$ cat src/rtl/branch_predict_unit.sv
// ---------------------------------------------------------------------------
// branch_predict_unit
//
// This module resolves conditional branches in the execute stage and predicts
// them at fetch. Prediction uses a PC-indexed table of 2-bit saturating
// counters, and each legal resolve trains that table.
//
// Ports
//   clk, rstN       rising-edge clock, asynchronous active-low reset
//   fetch_valid     lookup request; fetch_pc selects the counter
//   pred_valid      registered lookup-valid, one cycle after fetch_valid
//   pred_taken      registered MSB of the looked-up counter
//   ex_valid/branch resolve request (both high); funct3 selects the compare
//   ex_pc           PC of the resolving branch, selects the counter to train
//   ex_rs1/ex_rs2   compare operands
//   ex_pred_taken   prediction that travelled down the pipe with the branch
//   branchType      funct3 on a legal resolve, else 0
//   takeBranch      combinational branch outcome
//   mispredict      combinational outcome != ex_pred_taken on a legal resolve
//   illegal_br      resolve with reserved funct3 (010/011)
//   br_count        saturating count of legal resolves
//   mispred_count   saturating count of mispredicts
//
// Configuration
//   BPU_STATS_EN    when defined, the two statistics counters exist.
//                   When it is undefined, both count ports are tied to zero.
// ---------------------------------------------------------------------------
module branch_predict_unit #(
  parameter int XLEN   = 32,
  parameter int IDX_W  = 6,
  parameter int PC_LSB = 2
) (
  input  logic            clk,
  input  logic            rstN,
  input  logic            fetch_valid,
  input  logic [XLEN-1:0] fetch_pc,
  output logic            pred_valid,
  output logic            pred_taken,
  input  logic            ex_valid,
  input  logic            branch,
  input  logic [2:0]      funct3,
  input  logic [XLEN-1:0] ex_pc,
  input  logic [XLEN-1:0] ex_rs1,
  input  logic [XLEN-1:0] ex_rs2,
  input  logic            ex_pred_taken,
  output logic [2:0]      branchType,
  output logic            takeBranch,
  output logic            mispredict,
  output logic            illegal_br,
  output logic [31:0]     br_count,
  output logic [31:0]     mispred_count
);

  localparam int DEPTH = 1 << IDX_W;

  logic [1:0]       r_table [DEPTH];
  logic             r_predValid;
  logic             r_predTaken;

  logic [IDX_W-1:0] w_fetchIdx;
  logic [IDX_W-1:0] w_exIdx;
  logic             w_resolve;
  logic             w_illegalCode;
  logic             w_legal;
  logic             w_eq;
  logic             w_lt;
  logic             w_ltu;
  logic             w_outcome;
  logic             w_unusedPcBits;

  assign w_fetchIdx = fetch_pc[PC_LSB+IDX_W-1:PC_LSB];
  assign w_exIdx    = ex_pc[PC_LSB+IDX_W-1:PC_LSB];

  // PC bits outside the index are ignored on purpose; aliasing is allowed.
  assign w_unusedPcBits = ^{fetch_pc, ex_pc};

  // Codes 010 and 011 are reserved. They flag illegal_br and must not
  // train the table or bump the statistics.
  assign w_resolve     = ex_valid & branch;
  assign w_illegalCode = (funct3[2:1] == 2'b01);
  assign w_legal       = w_resolve & ~w_illegalCode;

  assign w_eq  = (ex_rs1 == ex_rs2);
  assign w_lt  = ($signed(ex_rs1) < $signed(ex_rs2));
  assign w_ltu = (ex_rs1 < ex_rs2);

  // funct3[0] inverts the base compare (BNE/BGE/BGEU).
  always_comb begin
    w_outcome = 1'b0;
    case (funct3)
      3'b000:  w_outcome = w_eq;
      3'b001:  w_outcome = ~w_eq;
      3'b100:  w_outcome = w_lt;
      3'b101:  w_outcome = ~w_lt;
      3'b110:  w_outcome = w_ltu;
      3'b111:  w_outcome = ~w_ltu;
      default: w_outcome = 1'b0;
    endcase
  end

  assign branchType = w_legal ? funct3 : 3'b000;
  assign takeBranch = w_legal & w_outcome;
  assign mispredict = w_legal & (w_outcome != ex_pred_taken);
  assign illegal_br = w_resolve & w_illegalCode;

  // Counter table. Reset sets every entry to weakly-not-taken.
  // Training saturates at both ends.
  always_ff @(posedge clk or negedge rstN) begin
    if (!rstN) begin
      for (int i = 0; i < DEPTH; i++) begin
        r_table[i] <= 2'b01;
      end
    end else if (w_legal) begin
      if (w_outcome) begin
        if (r_table[w_exIdx] != 2'b11) begin
          r_table[w_exIdx] <= r_table[w_exIdx] + 2'd1;
        end
      end else begin
        if (r_table[w_exIdx] != 2'b00) begin
          r_table[w_exIdx] <= r_table[w_exIdx] - 2'd1;
        end
      end
    end
  end

  // The lookup samples the table before this edge's training lands.
  // A same-index lookup and update therefore returns the old counter.
  always_ff @(posedge clk or negedge rstN) begin
    if (!rstN) begin
      r_predValid <= 1'b0;
      r_predTaken <= 1'b0;
    end else begin
      r_predValid <= fetch_valid;
      if (fetch_valid) begin
        r_predTaken <= r_table[w_fetchIdx][1];
      end
    end
  end

  assign pred_valid = r_predValid;
  assign pred_taken = r_predTaken;

`ifdef BPU_STATS_EN
  logic [31:0] r_brCount;
  logic [31:0] r_mispredCount;

  // Both counters stick at all-ones rather than wrapping.
  always_ff @(posedge clk or negedge rstN) begin
    if (!rstN) begin
      r_brCount      <= 32'h0;
      r_mispredCount <= 32'h0;
    end else if (w_legal) begin
      if (r_brCount != 32'hFFFF_FFFF) begin
        r_brCount <= r_brCount + 32'd1;
      end
      if (mispredict && (r_mispredCount != 32'hFFFF_FFFF)) begin
        r_mispredCount <= r_mispredCount + 32'd1;
      end
    end
  end

  assign br_count      = r_brCount;
  assign mispred_count = r_mispredCount;
`else
  assign br_count      = 32'h0;
  assign mispred_count = 32'h0;
`endif

endmodule
$ cat config.mk
export PLATFORM = sky130hd
export DESIGN_NAME = branch_predict_unit
export DESIGN_NICKNAME = d
export VERILOG_FILES = /design/src/rtl/branch_predict_unit.sv
export SDC_FILE = /design/constraint.sdc
export NUM_CORES = 1
export LEC_CHECK = 0
export ABC_CLOCK_PERIOD_IN_PS = 5200
export CAP_MARGIN = 20
export CORE_MARGIN = 2
export CORE_UTILIZATION = 35
export CTS_CLUSTER_SIZE = 24
export DETAILED_ROUTE_END_ITERATION = 6
export GPL_TIMING_DRIVEN = 1
export PLACE_DENSITY = 0.57
export SYNTH_ARGS = -nofsm -noshare
export SYNTH_HDL_FRONTEND = slang
export SYNTH_SLANG_ARGS = --single-unit
export TNS_END_PERCENT = 1
$ cat constraint.sdc
create_clock -name clk -period 5.2 [get_ports clk]
set_input_delay 1.04 -clock clk [delete_from_list [all_inputs] [get_ports clk]]
set_output_delay 1.04 -clock clk [all_outputs]
set_load 0.1 [all_outputs]
; ---- After elaboration in Yosys (flattened, before gate mapping)
; Cells that the tools add are included.
[word_totals]
reg_bits = 130
inputBits = 137
out_inout_bits = 72
elab_cells = 114
[classes]
add_sub_neg = 2
n_lt_le_gt_ge = 5
eq_ne = 10
n_mux = 15
n_bitwise = 11
n_reduce_logical = 5
[ops]
columns = op, count
row1 = $mux W128, 3
row2 = $bwmux W128, 2
row3 = $lt A32 B32 Y1, 2
row4 = $eq A32 B32 Y1, 1
row5 = $bmux W2 S6, 2
row6 = $ge A7 B7 Y1 const B, 2
row7 = $not A6 Y7, 2
row8 = $demux W2 S6, 1
row9 = $eq A3 B3 Y1 const B, 4
row10 = $mux W2, 5
row11 = $lt A7 B1 Y1 const B, 1
row12 = $pmux W1 S6, 1
row13 = $and A1 B1 Y1, 5
row14 = $not A1 Y1, 4
row15 = $reduce_bool A2 Y1, 2
row16 = $eq A3 B1 Y1 const B, 1
row17 = $logic_not A3 Y1, 1
row18 = $mux W3, 1
row19 = $reduce_and A3 Y1, 1
row20 = $add A2 B1 Y2 const B, 1
row21 = $eq A2 B1 Y1 const B, 1
row22 = $ne A2 B1 Y1 const B, 1
row23 = $ne A2 B2 Y1 const B, 1
row24 = $sub A2 B1 Y2 const B, 1
row25 = 2 further kinds, 2

; ---- Logic depth before layout (Yosys ltp)
; Gate-level depths: netlist (run 1).
[logic_depth]
ltp_word = 8
depth_mapped = 19
mapped_depth_nobuf = 14

; ---- Least setup slack after synthesis (run 1)
; No wires, ideal clock.
[synth_path]
kind = input to output
startpoint = input port ex_rs2[14]
endpoint = output port mispredict
arrival_ps = 4571
required_time_ps = 4160
path_slack_ps = -411
cell_stages = 11
path_buffers = 1
cell_sequence = inv_1 -> ha_1 -> a21oi_1 -> nand2_1 -> a221oi_1 -> a311oi_1 -> a311oi_1 -> nand2_1 -> clkbuf_1 -> xnor2_1 -> nor2_1
[synth_via]
elab_chain_len = 5
word_cells_on_any_way = 9
classes_between = order compare (2) / eq/ne (2) / mux (1) / bitwise (4)
[synth_rtl]
columns = element, line_no
row1 = "start, declared", 44  ; input logic [XLEN-1:0] ex_rs2,
row2 = $lt A32 B32 Y1 (tied with other cells), 85  ; assign w_ltu = (ex_rs1 < ex_rs2);
row3 = "$not A1 Y1, on equally long branches", "96, 92, 94"
row4 = $pmux W1 S6 *, 90  ; case (funct3)
row5 = $ne A1 B1 Y1 *, 103  ; assign mispredict = w_legal & (w_outcome != ex_pred_taken);
row6 = $and A1 B1 Y1 *, 103
row7 = "end, declared", 48  ; output logic mispredict,
; Mark *: on every way between the ends. The rest lies on a longest branch, timed or not.

; ---- Worst setup path after layout (run 1)
[layout_path]
startpoint = input port ex_rs2[19]
endpoint = output port mispredict
; The elaborated chain is that of the path after synthesis.

==> results of run 1 <==
[through the flow]
| stage | TNS [ps] | instances | utilization [%] |
|---|---|---|---|
| finish | 0 | 1404 | 43.2 |
| global route | 0 | 1404 | 43.2 |
| CTS | 0 | 1404 | 43.1 |
| detailed placement | 0 | 1372 | 40.9 |
| global placement | 0 | 1372 | 40.9 |
| floorplan | -106 | 1021 | - |
[routing by layer]
metal  global-route usage (%)  share of wire [%]  up-vias  wire length [um]
met5                        0                  0        -                 0
met4                     6.69                2.3        0               685
met3                     3.94                8.1       54              2390
met2                     34.1                 47      394             14000
met1                     29.1                 42     4059             12600
li1                         -                  -     3768                 -
[layout make-up]
class / instances / area, um^2 / area share, %
Multi-Input combinational cell: 703 / 5100 / 45.7
Clock buffer: 17 / 425 / 3.82
Sequential cell: 130 / 3330 / 29.9
Inverter: 37 / 139 / 1.25
Tap cell: 335 / 419 / 3.76
Clock inverter: 15 / 145 / 1.30
Timing Repair Buffer: 167 / 1590 / 14.3
[worst reg2reg max path, stage by stage (launching register included)]
cell	delay, ps
sky130_fd_sc_hd__dfstp_2	530
sky130_fd_sc_hd__o22ai_1	80
sky130_fd_sc_hd__or4_1	610
sky130_fd_sc_hd__a211oi_1	330
sky130_fd_sc_hd__nand3_2	170
sky130_fd_sc_hd__ha_1	380
sky130_fd_sc_hd__nor3_2	260
sky130_fd_sc_hd__buf_12	260
sky130_fd_sc_hd__nand4_1	410
sky130_fd_sc_hd__a21oi_1	240
sky130_fd_sc_hd__o32a_1	170
[layout by cell type (no fill, tap or decap), types with 4 or more instances in the layout]
cell type / count
sky130_fd_sc_hd__nand3_1: 88
sky130_fd_sc_hd__clkdlybuf4s50_1: 85
sky130_fd_sc_hd__a21oi_1: 73
sky130_fd_sc_hd__buf_4: 72
sky130_fd_sc_hd__dfrtp_1: 66
sky130_fd_sc_hd__dfstp_2: 64
sky130_fd_sc_hd__conb_1: 64
sky130_fd_sc_hd__nand4_1: 43
sky130_fd_sc_hd__a22oi_1: 41
sky130_fd_sc_hd__mux2_2: 39
sky130_fd_sc_hd__inv_1: 37
sky130_fd_sc_hd__a31oi_1: 36
sky130_fd_sc_hd__ha_1: 34
sky130_fd_sc_hd__o22ai_1: 33
sky130_fd_sc_hd__nand2_1: 31
sky130_fd_sc_hd__nor2_1: 26
sky130_fd_sc_hd__mux2_1: 25
sky130_fd_sc_hd__o32a_1: 24
sky130_fd_sc_hd__mux4_2: 21
sky130_fd_sc_hd__nor3_1: 19
sky130_fd_sc_hd__a311oi_1: 18
sky130_fd_sc_hd__clkbuf_16: 17
sky130_fd_sc_hd__buf_12: 10
sky130_fd_sc_hd__o211ai_1: 7
sky130_fd_sc_hd__inv_6: 7
sky130_fd_sc_hd__and2_1: 6
sky130_fd_sc_hd__o21ai_0: 6
sky130_fd_sc_hd__nor3_2: 5
sky130_fd_sc_hd__or4_1: 5
sky130_fd_sc_hd__nor3b_1: 4
sky130_fd_sc_hd__a22o_1: 4
sky130_fd_sc_hd__a221oi_1: 4
sky130_fd_sc_hd__nand2b_1: 4
[cell families (layout without fill, tap and decap cells)]
group | after synthesis | count (layout) | synth area share (%)
other | 1 | 64 | 0.0410
XOR/XNOR | 3 | 3 | 0.287
AND/OR/NAND/NOR | 260 | 260 | 15.1
buffers and inverters | 188 | 236 | 11.0
AO/OA/AOI/OAI | 256 | 256 | 19.3
multiplexers | 86 | 86 | 13.2
adder cells (fa/ha/maj) | 34 | 34 | 4.65
flip-flops | 130 | 130 | 36.4
[worst paths after layout]
| path | startpoint | end | slack [ps] | cells past startpoint |
|---|---|---|---|---|
| setup / recovery | ex_rs2[19] | mispredict | 280 | 12 |
| hold / removal | pred_taken$_DFFE_PN0P_ | pred_taken$_DFFE_PN0P_ | 510 | 1 |
| setup reg to reg | flop | r_table[47]$_DFFE_PN0P_ | 1690 | 10 |
| hold reg to reg | pred_taken$_DFFE_PN0P_ | pred_taken$_DFFE_PN0P_ | 510 | 1 |
| max in group asynchronous | rstN | asynchronous set/reset pin | 3590 | 2 |
| min in group asynchronous | rstN | r_table[79]$_DFFE_PN0P_ | 700 | 1 |
[power by group through the flow]
stage | clock network, W | logic (W) | registers (W)
3_3_place_gp | 0 | 0.000846 | 0.00119
6_report | 0.00119 | 0.000861 | 0.00117
5_1_grt | 0.00126 | 0.000914 | 0.00118
3_5_place_dp | 0 | 0.000851 | 0.00119
4_1_cts | 0.00121 | 0.000854 | 0.00117
2_1_floorplan | 0 | 0.000624 | 0.00118
[timing repair]
item / CTS / global route
setup endpoints to repair: 0 / 2
hold buffers: 0 / 0
resized for setup: 0 / 2
==> metrics.txt, run 1 <==
# TYPE chip_impl_metric gauge
chip_impl_metric{name="floorplan.rows",unit=""} 59
chip_impl_metric{name="finClkSkew",unit="ps"} 9.84
chip_impl_metric{name="final_min_period_over_clock_period",unit="%"} 94.6
chip_impl_info{name="netlist_top_cells_count",value="89 x sky130_fd_sc_hd__nand3_1, 73 x sky130_fd_sc_hd__a21oi_1, 66 x sky130_fd_sc_hd__dfrtp_1"} 1
chip_impl_metric{name="die_h",unit="um"} 166
chip_impl_metric{name="initial_core_util",unit="%"} 35.4
chip_impl_metric{name="asyncSetResetFlopFracSynth",unit="%"} 100
chip_impl_info{name="critical_path.cell_chain",value="clkdlybuf4s50_1, inv_1, ha_1, nand4_1, nor4_2, a31o_2, a211oi_1, a311oi_1, nand2_1, xnor2_1, nor2_2, buf_12"} 1
chip_impl_metric{name="min_period",unit="ps"} 4920
chip_impl_metric{name="p_int",unit="W"} 0.00206
chip_impl_metric{name="die_area",unit="um^2"} 27400
chip_impl_info{name="outcome",value="complete, no violations"} 1
chip_impl_metric{name="ant_nets",unit=""} 0
chip_impl_metric{name="timing.max_slew.rel_slack",unit="%"} 29.8
chip_impl_metric{name="detail_route.wl_per_cell",unit="um"} 21.1
chip_impl_metric{name="num_vias",unit=""} 8275
chip_impl_metric{name="wl",unit="um"} 29600
chip_impl_metric{name="cts.sinks",unit=""} 130
chip_impl_info{name="holdCritPathClass",value="reg2reg"} 1
chip_impl_metric{name="post-layout-total-power",unit="W"} 0.00322
chip_impl_metric{name="postSynthRegisterBits",unit=""} 130
chip_impl_metric{name="io_buffer_count",unit=""} 92
chip_impl_metric{name="timing.max_cap.violations",unit=""} 0
chip_impl_metric{name="synth_cell_type_count",unit=""} 52
chip_impl_metric{name="grt_pass1_vias",unit=""} 7920
chip_impl_metric{name="power_density_relative_to_cell_area",unit="nW/um^2"} 289
chip_impl_metric{name="clock_power_share",unit="%"} 36.9
chip_impl_metric{name="synth-seq-area-share",unit="%"} 36.4
chip_impl_metric{name="area_growth_syn_to_layout",unit="%"} 21.9
chip_impl_info{name="critical_path_class",value="in2out"} 1
chip_impl_metric{name="route.detailed.drc",unit=""} 0
chip_impl_metric{name="cp_data_arrival_time",unit="ps"} 3880
chip_impl_metric{name="tritoncts.num_buffers",unit=""} 17
chip_impl_metric{name="finalHoldViolations",unit=""} 0
chip_impl_metric{name="netlist_area_before_placement",unit="um^2"} 9150
chip_impl_metric{name="nFillCells",unit=""} 2493
chip_impl_info{name="clockRootBuffer",value="sky130_fd_sc_hd__clkbuf_16"} 1
chip_impl_metric{name="timing.critical_path.fanout_max",unit=""} 3
chip_impl_info{name="predominant_post_synthesis_flop_cell",value="sky130_fd_sc_hd__dfrtp_1"} 1
chip_impl_metric{name="path_clk_slew",unit="ps"} 60
chip_impl_info{name="timing.critical_path.slowest_stage_cell",value="sky130_fd_sc_hd__clkdlybuf4s50_1"} 1
chip_impl_metric{name="cts_max_path_buffers",unit=""} 2
chip_impl_metric{name="dp_hpwl",unit="um"} 20500
chip_impl_metric{name="finalWeightedCongestion",unit=""} 0.888
chip_impl_info{name="synth.area.top_cells",value="sky130_fd_sc_hd__dfstp_2 18%, sky130_fd_sc_hd__dfrtp_1 18%, sky130_fd_sc_hd__buf_4 5.3%"} 1
chip_impl_metric{name="required",unit="ps"} 4160
chip_impl_metric{name="achievable-frequency",unit="MHz"} 203
chip_impl_metric{name="clock_latency_of_the_later_clocked_register_in_the_worst_skew_pair",unit="ps"} 430
chip_impl_metric{name="synth_edf_count",unit=""} 0
chip_impl_metric{name="switching_share",unit="%"} 36.1
chip_impl_metric{name="worst_pin_slew",unit="ps"} 1050
chip_impl_info{name="tritoncts",value="yes"} 1
chip_impl_metric{name="leakage",unit="nW"} 4.61
chip_impl_metric{name="placed_area",unit="um^2"} 10600
chip_impl_metric{name="timing_max_transition_violations_final",unit=""} 0
chip_impl_metric{name="grt_usage",unit="%"} 21.2
chip_impl_metric{name="floorplan.core_area",unit="um^2"} 25800
chip_impl_info{name="critical_path.top_delay_family",value="simple AND/OR/NAND/NOR gates"} 1
chip_impl_metric{name="synth.avg_cell_area",unit="um^2"} 9.55
chip_impl_metric{name="detail_route.vias_per_cell",unit=""} 5.89
chip_impl_metric{name="drt_first_iter_violations",unit=""} 1056
chip_impl_info{name="cp_capture_type",value="primary output"} 1
chip_impl_metric{name="antenna_found_initial",unit=""} 0
chip_impl_metric{name="grt_start_max_net_pins",unit=""} 72
chip_impl_info{name="synth.largest_area_cell",value="sky130_fd_sc_hd__dfstp_2"} 1
chip_impl_metric{name="first_pass_grt_wire_length",unit="um"} 46200
chip_impl_metric{name="share_of_cells_above_drive_strength_1",unit="%"} 24.3
chip_impl_metric{name="globalRouteOverflowTotal",unit=""} 0
chip_impl_metric{name="fin_worst_hold_slack",unit="ps"} 509
chip_impl_metric{name="antenna-diode-count",unit=""} 0
chip_impl_info{name="synth.most_common_cell",value="sky130_fd_sc_hd__nand3_1"} 1
chip_impl_metric{name="slowest_delay",unit="ps"} 450
chip_impl_metric{name="synth_cells",unit=""} 958
chip_impl_metric{name="worst_setup_slack_after_placement",unit="ps"} 34.1
chip_impl_metric{name="h-tree-depth",unit=""} 4
chip_impl_metric{name="seqPwrFrac",unit="%"} 36.4
chip_impl_metric{name="number_of_warnings_printed_during_yosys_synthesis",unit=""} 0
chip_impl_metric{name="power.combinational.fraction",unit="%"} 26.7
chip_impl_metric{name="dr.pass1.iters",unit=""} 6
chip_impl_metric{name="stdcell_area",unit="um^2"} 11100
chip_impl_metric{name="yosys_top_cell_area_share",unit="%"} 18.4
chip_impl_metric{name="irDropWorstVdd",unit="mV"} 0.201
chip_impl_metric{name="setup_ws",unit="ps"} 283
chip_impl_info{name="unrepaired_setup_endpoints_after_global_routing",value="no"} 1
chip_impl_metric{name="finalNetCount",unit=""} 1227
chip_impl_metric{name="die_w",unit="um"} 166
chip_impl_metric{name="post-cts-setup-buffer-count",unit=""} 0
chip_impl_metric{name="io_pins",unit=""} 209
chip_impl_metric{name="crit_buf_inv",unit=""} 3
chip_impl_metric{name="p_sw",unit="W"} 0.00116
chip_impl_metric{name="report.final.setup_viol",unit=""} 0
chip_impl_info{name="kind_of_start_point_of_the_critical_path",value="input port"} 1
(Power assumes the default switching activity.)
==> inputs of run 2 (changes only) <==
--- a/config.mk
+++ b/config.mk
@@ -6,7 +6,6 @@
 export NUM_CORES = 1
 export LEC_CHECK = 0
 export ABC_CLOCK_PERIOD_IN_PS = 5200
-export CAP_MARGIN = 20
 export CORE_MARGIN = 2
 export CORE_UTILIZATION = 35
 export CTS_CLUSTER_SIZE = 24
==> results of run 2 <==
No change in the layout: final DEF, timing and power equal those of run 1.
